File: src/rtl/aes_sched_pkg.sv
// Shared definitions for the AES round sequencing controller.
//   state_e       : controller state encoding
//   RCON_INIT     : round constant for the first key-schedule step
//   AES_POLY_LOW  : low byte of the AES field polynomial x^8+x^4+x^3+x+1
//   NR_AES*       : legal round counts for 128/192/256-bit keys
//   xtime()       : multiply by x in GF(2^8)
package aes_sched_pkg;

  typedef enum logic [1:0] {
    ST_IDLE,
    ST_ROUND,
    ST_FINAL,
    ST_DONE
  } state_e;

  localparam logic [7:0] RCON_INIT    = 8'h01;
  localparam logic [7:0] AES_POLY_LOW = 8'h1B;

  localparam int unsigned NR_AES128 = 10;
  localparam int unsigned NR_AES192 = 12;
  localparam int unsigned NR_AES256 = 14;

  function automatic logic [7:0] xtime(input logic [7:0] b);
    return {b[6:0], 1'b0} ^ (b[7] ? AES_POLY_LOW : 8'h00);
  endfunction

endpackage

File: src/rtl/aes_rcon_gen.sv
// Round-constant register for the key schedule.
//   clk     : rising-edge clock
//   clear_i : load RCON_INIT (has priority over step_i)
//   step_i  : advance to xtime(rcon)
//   rcon_o  : current round constant
module aes_rcon_gen
  import aes_sched_pkg::*;
(
  input  logic       clk,
  input  logic       clear_i,
  input  logic       step_i,
  output logic [7:0] rcon_o
);

  logic [7:0] rcon_q;
  logic [7:0] rcon_d;

  always_comb begin
    rcon_d = rcon_q;
    if (clear_i) begin
      rcon_d = RCON_INIT;
    end else if (step_i) begin
      rcon_d = xtime(rcon_q);
    end
  end

  always_ff @(posedge clk) begin
    rcon_q <= rcon_d;
  end

  assign rcon_o = rcon_q;

endmodule

File: src/rtl/aes_round_sched.sv
// Sequencing controller for an iterative AES round datapath with an
// on-the-fly key schedule. Accepts one block per handshake, issues the
// initial AddRoundKey load, NUM_ROUNDS round strobes (last one marked
// final), then holds out_valid until out_ready.
//   clk, rst_n            : clock, synchronous active-low reset
//   in_valid/in_ready     : request handshake; in_key_new selects key source
//   flush                 : synchronous abort back to IDLE
//   dp_load/ks_load       : capture plaintext^key0 / key, on acceptance
//   ks_sel_new            : key source for ks_load (1 = input key)
//   dp_round_en/ks_step   : execute one round / advance one round key
//   dp_final              : current round omits MixColumns
//   rcon, round_idx       : round constant and round number
//   out_valid/out_ready   : result handshake
//   busy                  : controller not in IDLE
module aes_round_sched
  import aes_sched_pkg::*;
#(
  parameter int unsigned NUM_ROUNDS = 10,
  parameter int unsigned IDX_W      = 4
) (
  input  logic             clk,
  input  logic             rst_n,
  input  logic             in_valid,
  input  logic             in_key_new,
  output logic             in_ready,
  input  logic             flush,
  output logic             dp_load,
  output logic             ks_load,
  output logic             ks_sel_new,
  output logic             dp_round_en,
  output logic             dp_final,
  output logic             ks_step,
  output logic [7:0]       rcon,
  output logic [IDX_W-1:0] round_idx,
  output logic             out_valid,
  input  logic             out_ready,
  output logic             busy
);

  if (!(NUM_ROUNDS == NR_AES128 || NUM_ROUNDS == NR_AES192 ||
        NUM_ROUNDS == NR_AES256)) begin : g_bad_rounds
    $error("aes_round_sched: NUM_ROUNDS must be 10, 12 or 14");
  end

  if ((64'd1 << IDX_W) <= 64'(NUM_ROUNDS)) begin : g_bad_idx_w
    $error("aes_round_sched: IDX_W too narrow for NUM_ROUNDS");
  end

  localparam logic [IDX_W-1:0] IDX_LAST  = IDX_W'(NUM_ROUNDS);
  localparam logic [IDX_W-1:0] IDX_PENUL = IDX_W'(NUM_ROUNDS - 1);

  state_e           state_q;
  logic [IDX_W-1:0] round_idx_q;
  logic             run_q;
  logic             final_q;
  logic             out_valid_q;
  logic             busy_q;
  logic             accept;
  logic             rcon_clear;
  logic             rcon_step;

  assign in_ready = (state_q == ST_IDLE) && rst_n && !flush;
  assign accept   = in_valid && in_ready;

  always_ff @(posedge clk) begin
    if (!rst_n) begin
      state_q     <= ST_IDLE;
      round_idx_q <= '0;
      run_q       <= 1'b0;
      final_q     <= 1'b0;
      out_valid_q <= 1'b0;
      busy_q      <= 1'b0;
    end else if (flush) begin
      state_q     <= ST_IDLE;
      round_idx_q <= '0;
      run_q       <= 1'b0;
      final_q     <= 1'b0;
      out_valid_q <= 1'b0;
      busy_q      <= 1'b0;
    end else begin
      unique case (state_q)
        ST_IDLE: begin
          if (in_valid) begin
            state_q     <= ST_ROUND;
            round_idx_q <= IDX_W'(1);
            run_q       <= 1'b1;
            busy_q      <= 1'b1;
          end
        end
        ST_ROUND: begin
          round_idx_q <= round_idx_q + IDX_W'(1);
          if (round_idx_q == IDX_PENUL) begin
            state_q <= ST_FINAL;
            final_q <= 1'b1;
          end
        end
        ST_FINAL: begin
          state_q     <= ST_DONE;
          round_idx_q <= IDX_LAST;
          run_q       <= 1'b0;
          final_q     <= 1'b0;
          out_valid_q <= 1'b1;
        end
        ST_DONE: begin
          if (out_ready) begin
            state_q     <= ST_IDLE;
            round_idx_q <= '0;
            out_valid_q <= 1'b0;
            busy_q      <= 1'b0;
          end
        end
        default: state_q <= ST_IDLE;
      endcase
    end
  end

  // Round strobes come from registered state but are masked by flush so an
  // abort cycle never advances the datapath or key schedule.
  assign dp_load     = accept;
  assign ks_load     = accept;
  assign ks_sel_new  = accept && in_key_new;
  assign dp_round_en = run_q && !flush;
  assign ks_step     = run_q && !flush;
  assign dp_final    = final_q && !flush;
  assign round_idx   = round_idx_q;
  assign out_valid   = out_valid_q;
  assign busy        = busy_q;

  assign rcon_clear = !rst_n || flush || accept ||
                      ((state_q == ST_DONE) && out_ready);
  assign rcon_step  = run_q;

  aes_rcon_gen u_rcon (
    .clk     (clk),
    .clear_i (rcon_clear),
    .step_i  (rcon_step),
    .rcon_o  (rcon)
  );

endmodule
File: config.mk
export PLATFORM = sky130hd
export DESIGN_NAME = aes_round_sched
export DESIGN_NICKNAME = d
export VERILOG_FILES = /design/src/rtl/aes_sched_pkg.sv /design/src/rtl/aes_rcon_gen.sv /design/src/rtl/aes_round_sched.sv
export SDC_FILE = /design/constraint.sdc
export NUM_CORES = 1
export LEC_CHECK = 0
export CAP_MARGIN = 25
export CORE_AREA = 2 2 50 52
export CTS_CLUSTER_SIZE = 25
export DETAILED_ROUTE_END_ITERATION = 10
export DIE_AREA = 0 0 52 54
export PLACE_DENSITY = 0.73
export SLEW_MARGIN = 20
export SYNTH_ARGS = -nofsm -noshare
export SYNTH_HDL_FRONTEND = slang
export SYNTH_SLANG_ARGS = --single-unit
File: constraint.sdc
create_clock -name clk -period 4.2 [get_ports clk]
set_input_delay 1.05 -clock clk [delete_from_list [all_inputs] [get_ports clk]]
set_output_delay 1.05 -clock clk [all_outputs]
set_load 0.05 [all_outputs]
Yosys cells after proc, flatten, opt, wreduce, memory -nomap -nowiden
Index checks and enable logic that the tools add are counted.
- $add $sub $neg: 1
- $mul: 0
- div/mod/pow operators: 0
- magnitude comparators: 0
- equality and inequality tests: 7
- shift operators: 0
- multiplexer cells: 15
- bitwise logic cells: 2
- reductions and logical operators: 24
- operators with widths (operator ; number):
    $pmux 4 s4 ; 1
    $mux 4 ; 2
    $pmux 1 s2 ; 4
    $pmux 2 s4 ; 1
    $reduce_and 2->1 ; 4
    $reduce_bool 2->1 ; 4
    $xor 8x8->8 ; 1
    $logic_and 1x1->1 ; 7
    $mux 2 ; 3
    $ne 2x2->1 const B ; 3
    $reduce_and 3->1 ; 2
    $mux 5 ; 1
    $add 4x1->4 const B ; 1
    $eq 2x2->1 const B ; 2
    $eq 4x4->1 const B ; 1
    $logic_or 1x1->1 ; 3
    $mux 1 ; 3
    $eq 2x1->1 const B ; 1
    $logic_not 1->1 ; 2
    $logic_not 2->1 ; 1
    $reduce_or 2->1 ; 1
    $not 1->1 ; 1
- flip-flop bits (word level): 18
- bits in latches: 0
- RAM bits: 0
- memory bits (read-only): 0
- input bits: 6
- word-level logic and storage cells: 56
- memories kept: 0

Logic depth before layout (Yosys ltp)
Gate-level depths: netlist (run 1).
- depth in word-level cells: 6
- gate-level depth with buffers: 6
- mapped depth without buffers: 5

By module
Synthesis (run 1) repeated with hierarchy kept, for this count alone.
- cell total of the unflattened synthesis: 110
- area total of the unflattened synthesis: 982.2 um^2
- by module, submodules not included (module ; times used ; cells an instance ; area each (um^2) ; seq. area each (um^2)):
    aes_round_sched ; 1 ; 80 ; 665.6 ; 200.2
    aes_rcon_gen ; 1 ; 30 ; 316.6 ; 160.2

Worst setup path after synthesis (run 1)
No wires, ideal clock.
- path kind: input port to output port
- start: in flush
- end: out ks_sel_new
- arrival: 2.599 ns
- path slack: 0.551 ns
- stages: 4
- path buffers: 1
- path through: nand2b_1 clkbuf_1 nor2_1 and2_1
- word-level cells in the longest chain between the ends: 4
- RTL lines (what ; line ; text):
    from (decl) ; aes_round_sched.sv:26 ; input logic flush,
    $logic_not 1->1 ; aes_round_sched.sv:62 ; assign in_ready = (state_q == ST_IDLE) && rst_n && !flush;
    $logic_and 1x1->1 ; aes_round_sched.sv:62 ;
    $logic_and 1x1->1 ; aes_round_sched.sv:63 ; assign accept = in_valid && in_ready;
    via dp_load ; aes_round_sched.sv:27 ; output logic dp_load,
    $logic_and 1x1->1 ; aes_round_sched.sv:121 ; assign ks_sel_new = accept && in_key_new;
    to (decl) ; aes_round_sched.sv:29 ; output logic ks_sel_new,
The timed path passes the listed nets, and every way through them passes these cells.

Worst setup path in the final report (run 1)
- start: in flush
- end: out in_ready
- word-level cells in the longest chain between the ends: 2
- RTL lines (what ; line ; text):
    $logic_not 1->1 ; aes_round_sched.sv:62 ;
    $logic_and 1x1->1 ; aes_round_sched.sv:62 ;
    to (decl) ; aes_round_sched.sv:25 ; output logic in_ready,
No other way between the ends.

==> out/results.tsv, run 1 <==
stage	metric	value	unit
status	status	finished clean	
detailed_routing	DRC violation total after the first TritonRoute iteration	20	
grt	initial antenna violation count	0	
worst_setup_path	Buf+Inv Stages, Crit Path	2	
worst_setup_path	CP delay by family, top	buffers and inverters	
power_and_ir_drop	cell area power density	274	mW/mm^2
detailed_routing	drt pass-1 iters	3	
sta	fin. max-slew vios	0	
worst_setup_path	largest stage delay on the critical path	0.80	ns
floorplanning	row cnt	18	
placed_design	pre-CTS setup slack	0.361	ns
synth	sequential cell area fraction in the yosys report	37.5	%
sta	slew margin rel.	66.9	%
detailed_routing	DR vias/cell	5.09	
floorplanning	core area	0.00232	sq mm
floorplanning	DIE WIDTH	52	um
cells_and_area	Multi-input gate area	553	sq um
clock_tree	CTS Root Cell	clkbuf_4	
synth	leading area contributor after synthesis	dfxtp_1	
floorplanning	Die Area	0.00281	sq mm
grt	vias in the first global route	757	
sta	final worst slack	0.334	ns
worst_setup_path	worst path required time	3.15	ns
synth	EDFF count, synth	0	
synth	Cells after Synth	109	
grt	remaining global-route overflow	0	
clock_tree	Post-CTS Setup Bufs	0	
synth	largest cells by area after synthesis	dfxtp_1 (38%), ha_1 (7.8%), mux2i_1 (6.3%)	
clock_tree	CTS sink cnt	18	
placed_design	I/O Buffers	26	
power_and_ir_drop	Leak	0.000448	uW
synth	Netlist cell types	33	
cells_and_area	NumNets Final	146	
worst_setup_path	worst-path cell chain	clkdlybuf4s50_1 > and2b_1 > and2_1 > clkdlybuf4s50_1	
clock_tree	CTS Hold Bufs	0	
placed_design	DPL Wire Length	1410	um
cells_and_area	Filler Cell Count	216	
grt	first-pass GRT wire length	3200	um
detailed_routing	WL per Instance	11.7	um
synth	most frequent cells after synthesis	dfxtp_1 (18), nor2_1 (10), nand2_1 (7)	
worst_setup_path	Critical Path Most Common Cell	clkdlybuf4s50_1	
synth	FF+latch count, synth	18	
synth	Async SR Flop Fraction	0	%
cells_and_area	flip-flop and latch area	360	sq um
synth	Post-Syn Area	961	sq um
sta	Worst-Margin Slew	0.494	ns
worst_setup_path	CP Launch Type	primary input	
placed_design	DP Cell Count	159	
cells_and_area	Layout area overhead	29.2	%
detailed_routing	Antenna Violating Nets Remaining	0	
synth	synthesized netlist net count	121	
synth	Avg Inst Size Synth	8.82	sq um
worst_setup_path	crit-path max FO	7	
clock_tree	CTS max path bufs	2	
sta	fmax	0.259	GHz
sta	final hold vios	0	
detailed_routing	final wirelength	1890	um
detailed_routing	vias	824	
synth	Yosys Warn Count	0	
worst_setup_path	Crit-path slowest cell	clkdlybuf4s50_1	
clock_tree	# resized after CTS	0	
sta	minimum clock period	3.87	ns
sta	Setup Total Neg Slack	0	ns
synth	top cell type's share of synthesized area	37.5	%
clock_tree	cts bufs inserted	3	
worst_setup_path	CP endpoint kind	output port	
sta	Final Cycle Share	92.0	%
power_and_ir_drop	VDD IR-drop max	0.168	mV
grt	Tot GR Track Use	15.3	%
job	Max Cap Viol	0	
worst_setup_path	critical path type	in2out	
floorplanning	# IOs	27	
cells_and_area	ant diodes	0	
detailed_routing	DRC viols	0	
clock_tree	clock-pin transition on the worst setup and hold timing paths	0.11	ns
synth	top_reg_cell synth	dfxtp_1	
clock_tree	CTS H-tree lvls	1	
sta	setup violators final	0	
worst_setup_path	Worst EP arrival	2.82	ns
placed_design	routability cong.	0.769	
worst_hold_path	HP Class	reg2reg	
sta	clock skew	0.00718	ns
clock_tree	TritonCTS clock tree	yes	
floorplanning	Initial Util	41.4	%
grt	largest net degree at the start of global routing	15	
cells_and_area	fin cells	162	
sta	RSZ-0062 raised after global routing	false	
clock_tree	Clk Latency, worst-skew pair	0.30	ns
synth	most frequent cell after synthesis	dfxtp_1	
floorplanning	Die Y	54	um
cells_and_area	fraction of layout cells with a size suffix above 1	6.06	%
[layer usage]
metal	GRT usage, %	vias up	share of wire (%)
met4	6.58	0	0
met2	26.4	13	50
met3	2.50	0	3.7
li1	-	427	-
met5	0	-	0
met1	18.8	384	46
[worst paths after layout]
| path | startpoint | end | slack, ns | depth (start not counted) |
|---|---|---|---|---|
| worst min register to register | u_rcon.rcon_o[1]$_SDFFE_PP0P_ | u_rcon.rcon_o[1]$_SDFFE_PP0P_ | 0.51 | 2 |
| worst max register to register | state_q[0]$_SDFFE_PP0P_ | round_idx[2]$_SDFFE_PP0P_ | 2.40 | 5 |
| worst max-delay path | flush | in_ready | 0.33 | 4 |
| worst min-delay path | u_rcon.rcon_o[1]$_SDFFE_PP0P_ | u_rcon.rcon_o[1]$_SDFFE_PP0P_ | 0.51 | 2 |
[state kept, by name (all words and copies together) (netlist names)]
name           flops
busy               1
final_q            1
out_valid          1
rcon_step          1
round_idx          4
state_q            2
u_rcon.rcon_o      8
[placed cells by master, fill, tap and decap left out]
cell / count
a211o_1: 1
a211oi_1: 5
a21boi_0: 1
a21oi_1: 5
a2bb2oi_1: 1
a31oi_1: 2
and2_1: 2
and2b_1: 1
and3b_1: 1
buf_4: 3
clkbuf_4: 3
clkdlybuf4s50_1: 23
dfxtp_1: 18
ha_1: 6
inv_1: 4
mux2_2: 1
mux2i_1: 6
nand2_1: 7
nand2b_1: 3
nand3_1: 5
nand3b_1: 3
nand4b_1: 1
nor2_1: 10
nor2b_1: 6
nor2b_4: 1
nor3_1: 2
nor4_1: 1
o21a_1: 1
o21ai_0: 3
o31ai_1: 1
or4_1: 2
xnor2_1: 3
[kinds of logic (layout without fill, tap and decap cells)]
group,count (synthesis),after routing,synth area share [%]
compound gates,20,20,13.5
xor+xnor,3,3,2.73
fa+ha+maj,6,6,7.81
buf+inv,10,33,4.95
flops,18,18,37.5
mux,7,7,7.42
simple gates,45,45,26.0
[stage by stage]
step	power, uW	utilization, %	hold slack [ns]	instance area (sq um)
6_report	339	53.5	0.508	1240
5_1_grt	352	53.5	0.548	1240
4_1_cts	342	53.5	0.515	1240
3_5_place_dp	255	52.5	0.491	1220
3_3_place_gp	254	52.5	0.482	1220
2_1_floorplan	234	-	0.466	961
[power breakdown]
part           switching (uW)  internal, uW  total [uW]  leakage, uW
Clock                    55.1          33.4        88.5    0.0000138
Sequential               7.22           175         182     0.000146
Combinational            41.1          27.5        68.6     0.000289
Total                     103           236         339     0.000448
[area by class of cell]
| type | count | share of cell area [%] |
|---|---|---|
| repair buffers | 26 | 20.4 |
| multi-input cells | 81 | 44.6 |
| flip-flops and latches | 18 | 29.0 |
| inverters | 4 | 1.21 |
| clock buffers | 3 | 1.81 |
| well taps | 30 | 3.02 |
[worst reg2reg max path, cell delays in order, from the launching register on]
cell     delay, ns
dfxtp_1       0.49
inv_1         0.11
ha_1          0.29
nor2b_4       0.18
or4_1         0.52
a21oi_1       0.15
(Power assumes the default switching activity.)
==> inputs of run 2 (changes only) <==
- CORE_AREA: 2 2 50 52 -> 2 2 59 44
- DIE_AREA: 0 0 52 54 -> 0 0 61 46
- PLACE_DENSITY: 0.73 -> 0.74
==> out/results.tsv, run 2 (synthesis results as in run 1) <==
stage	metric	value	unit	change
status	status	finished clean		unchanged
power_and_ir_drop	Pint	255	uW	was 236 uW
sta	final worst slack	0.676	ns	was 0.334 ns
floorplanning	DIE WIDTH	61	um	was 52 um
worst_setup_path	CP Launch Type	primary input		unchanged
grt	largest net degree at the start of global routing	15		unchanged
grt	first-pass GRT wire length	3390	um	was 3200 um
power_and_ir_drop	Sequential Power Share	50.4	%	was 53.7%
detailed_routing	DRC viols	0		unchanged
worst_setup_path	Worst EP arrival	2.47	ns	was 2.82 ns
cells_and_area	Filler Cell Count	227		was 216
grt	vias in the first global route	749		was 757
sta	minimum clock period	3.52	ns	was 3.87 ns
worst_hold_path	HP Class	reg2reg		unchanged
sta	clock skew	0.00643	ns	was 0.00718 ns
detailed_routing	final wirelength	2110	um	was 1890 um
power_and_ir_drop	Leak	0.000457	uW	was 0.000448 uW
cells_and_area	fin cells	167		was 162
job	Max Cap Viol	0		unchanged
sta	fmax	0.284	GHz	was 0.259 GHz
detailed_routing	DR vias/cell	5.11		was 5.09
cells_and_area	ant diodes	0		unchanged
placed_design	DPL Wire Length	1600	um	was 1410 um
clock_tree	cts bufs inserted	3		unchanged
detailed_routing	Antenna Violating Nets Remaining	0		unchanged
clock_tree	Clk Latency, worst-skew pair	0.30	ns	about the same
power_and_ir_drop	net switching power figure	107	uW	was 103 uW
power_and_ir_drop	combinational fraction of design power	19.2	%	was 20.2%
cells_and_area	NumNets Final	146		unchanged
cells_and_area	commonest non-fill, non-tap cells in the layout	clkdlybuf4s50_1 (22), dfxtp_1 (18), nor2_1 (10)		was clkdlybuf4s50_1 (23), dfxtp_1 (18), nor2_1 (10)
power_and_ir_drop	cell area power density	288	mW/mm^2	was 274 mW/mm^2
placed_design	routability cong.	0.812		was 0.769
grt	initial antenna violation count	0		unchanged
worst_setup_path	CP endpoint kind	output port		unchanged
worst_setup_path	CP delay by family, top	buffers and inverters		unchanged
clock_tree	TritonCTS clock tree	yes		unchanged
floorplanning	Die Y	46	um	was 54 um
worst_setup_path	crit-path max FO	4		was 7
power_and_ir_drop	VDD IR-drop max	0.190	mV	was 0.168 mV
sta	fin. max-slew vios	0		unchanged
clock_tree	clock-pin transition on the worst setup and hold timing paths	0.10	ns	was 0.11 ns
floorplanning	Initial Util	41.6	%	was 41.4%
worst_setup_path	worst-path cell chain	clkdlybuf4s50_1 > nor2b_1 > clkdlybuf4s50_1		was clkdlybuf4s50_1 > and2b_1 > and2_1 > clkdlybuf4s50_1
placed_design	pre-CTS setup slack	0.678	ns	was 0.361 ns
sta	Setup Total Neg Slack	0	ns	unchanged
floorplanning	row cnt	15		was 18
clock_tree	CTS Hold Bufs	0		unchanged
worst_setup_path	Critical Path Most Common Cell	clkdlybuf4s50_1		unchanged
sta	RSZ-0062 raised after global routing	false		unchanged
power_and_ir_drop	sw frac	29.5	%	was 30.5%
sta	setup violators final	0		unchanged
clock_tree	CTS max path bufs	2		unchanged
grt	remaining global-route overflow	0		unchanged
detailed_routing	DRC violation total after the first TritonRoute iteration	29		was 20
placed_design	I/O Buffers	26		unchanged
cells_and_area	Largest register FFs	8		unchanged
sta	slew margin rel.	64.1	%	was 66.9%
detailed_routing	drt pass-1 iters	4		was 3
floorplanning	# IOs	27		unchanged
clock_tree	CTS H-tree lvls	1		unchanged
power_and_ir_drop	clock network power share	30.4	%	was 26.1%
worst_setup_path	Buf+Inv Stages, Crit Path	2		unchanged
clock_tree	CTS sink cnt	18		unchanged
cells_and_area	Layout area overhead	30.9	%	was 29.2%
worst_setup_path	worst path required time	3.15	ns	about the same
floorplanning	core area	0.00231	sq mm	was 0.00232 sq mm
floorplanning	Die Area	0.00281	sq mm	about the same
worst_setup_path	critical path type	in2out		unchanged
worst_setup_path	largest stage delay on the critical path	0.82	ns	was 0.80 ns
clock_tree	Post-CTS Setup Bufs	0		unchanged
clock_tree	CTS Root Cell	clkbuf_4		unchanged
grt	Tot GR Track Use	16.7	%	was 15.3%
sta	Final Cycle Share	83.9	%	was 92.0%
clock_tree	# resized after CTS	0		unchanged
cells_and_area	fraction of layout cells with a size suffix above 1	7.52	%	was 6.06%
placed_design	DP Cell Count	163		was 159
cells_and_area	commonest non-fill, non-tap cell in the layout	clkdlybuf4s50_1		unchanged
detailed_routing	vias	854		was 824
sta	final hold vios	0		unchanged
worst_setup_path	Crit-path slowest cell	clkdlybuf4s50_1		unchanged
sta	Worst-Margin Slew	0.537	ns	was 0.494 ns
detailed_routing	WL per Instance	12.6	um	was 11.7 um
-- run 2: changes by cell type in the layout (fill, tap and decap cells not counted), sizes merged --
cell / previous run / this run
clkbuf: 3 / 4
buf: 3 / 4
clkdlybuf4s50: 23 / 22
-- run 2: path summary, 6_finish.rpt --
| kind | slack (ns) | from | endpoint | depth (start not counted) |
|---|---|---|---|---|
| worst min register to register | 0.51 | out_valid$_SDFFE_PP0P_ | out_valid$_SDFFE_PP0P_ | 2 |
| worst max register to register | 2.42 | state_q[0]$_SDFFE_PP0P_ | state_q[1]$_SDFFE_PP0P_ | 5 |
| worst max-delay path | 0.68 | flush | dp_round_en | 3 |
| worst min-delay path | 0.51 | out_valid$_SDFFE_PP0P_ | out_valid$_SDFFE_PP0P_ | 2 |
-- run 2: through the flow --
step / total power (uW) / hold WS (ns) / utilization, % / instance area (sq um)
6_report: 362 / 0.507 / 54.5 / 1260
5_1_grt: 377 / 0.549 / 54.5 / 1260
4_1_cts: 364 / 0.510 / 54.5 / 1260
3_5_place_dp: 255 / 0.490 / 52.9 / 1220
3_3_place_gp: 254 / 0.479 / 52.9 / 1220
2_1_floorplan: 234 / 0.466 / - / 961
-- run 2: tightest hold or removal path: stages (launching register included) --
cell       delay (ns)
dfxtp_1          0.34
a2bb2oi_1        0.06
nor2_1           0.08
-- run 2: cell type report --
cell class | count | area (sq um) | area share [%]
Inverter | 4 | 15.0 | 1.19
Timing Repair Buffer | 26 | 250 | 19.9
Clock buffer | 4 | 36.3 | 2.89
Tap cell | 34 | 42.5 | 3.38
Multi-Input combinational cell | 81 | 553 | 44.0
Sequential cell | 18 | 360 | 28.7
-- run 2: per-layer routing --
layer  track usage [%]  routed length [um]  up-vias
li1                  -                   -      425
met1              23.2                1070      401
met2              24.9                 926       24
met3              5.11                  97        4
met4              4.35                  18        0
met5                 0                   0        -
-- run 2: power groups by stage --
stage / Clock (uW) / Sequential (uW) / Combinational, uW
final: 110 / 183 / 69.6
after global routing: 117 / 184 / 75.6
after CTS: 112 / 182 / 69.4
after detailed placement: 0 / 186 / 69.0
after global placement: 0 / 186 / 67.9
after floorplan: 0 / 193 / 40.9
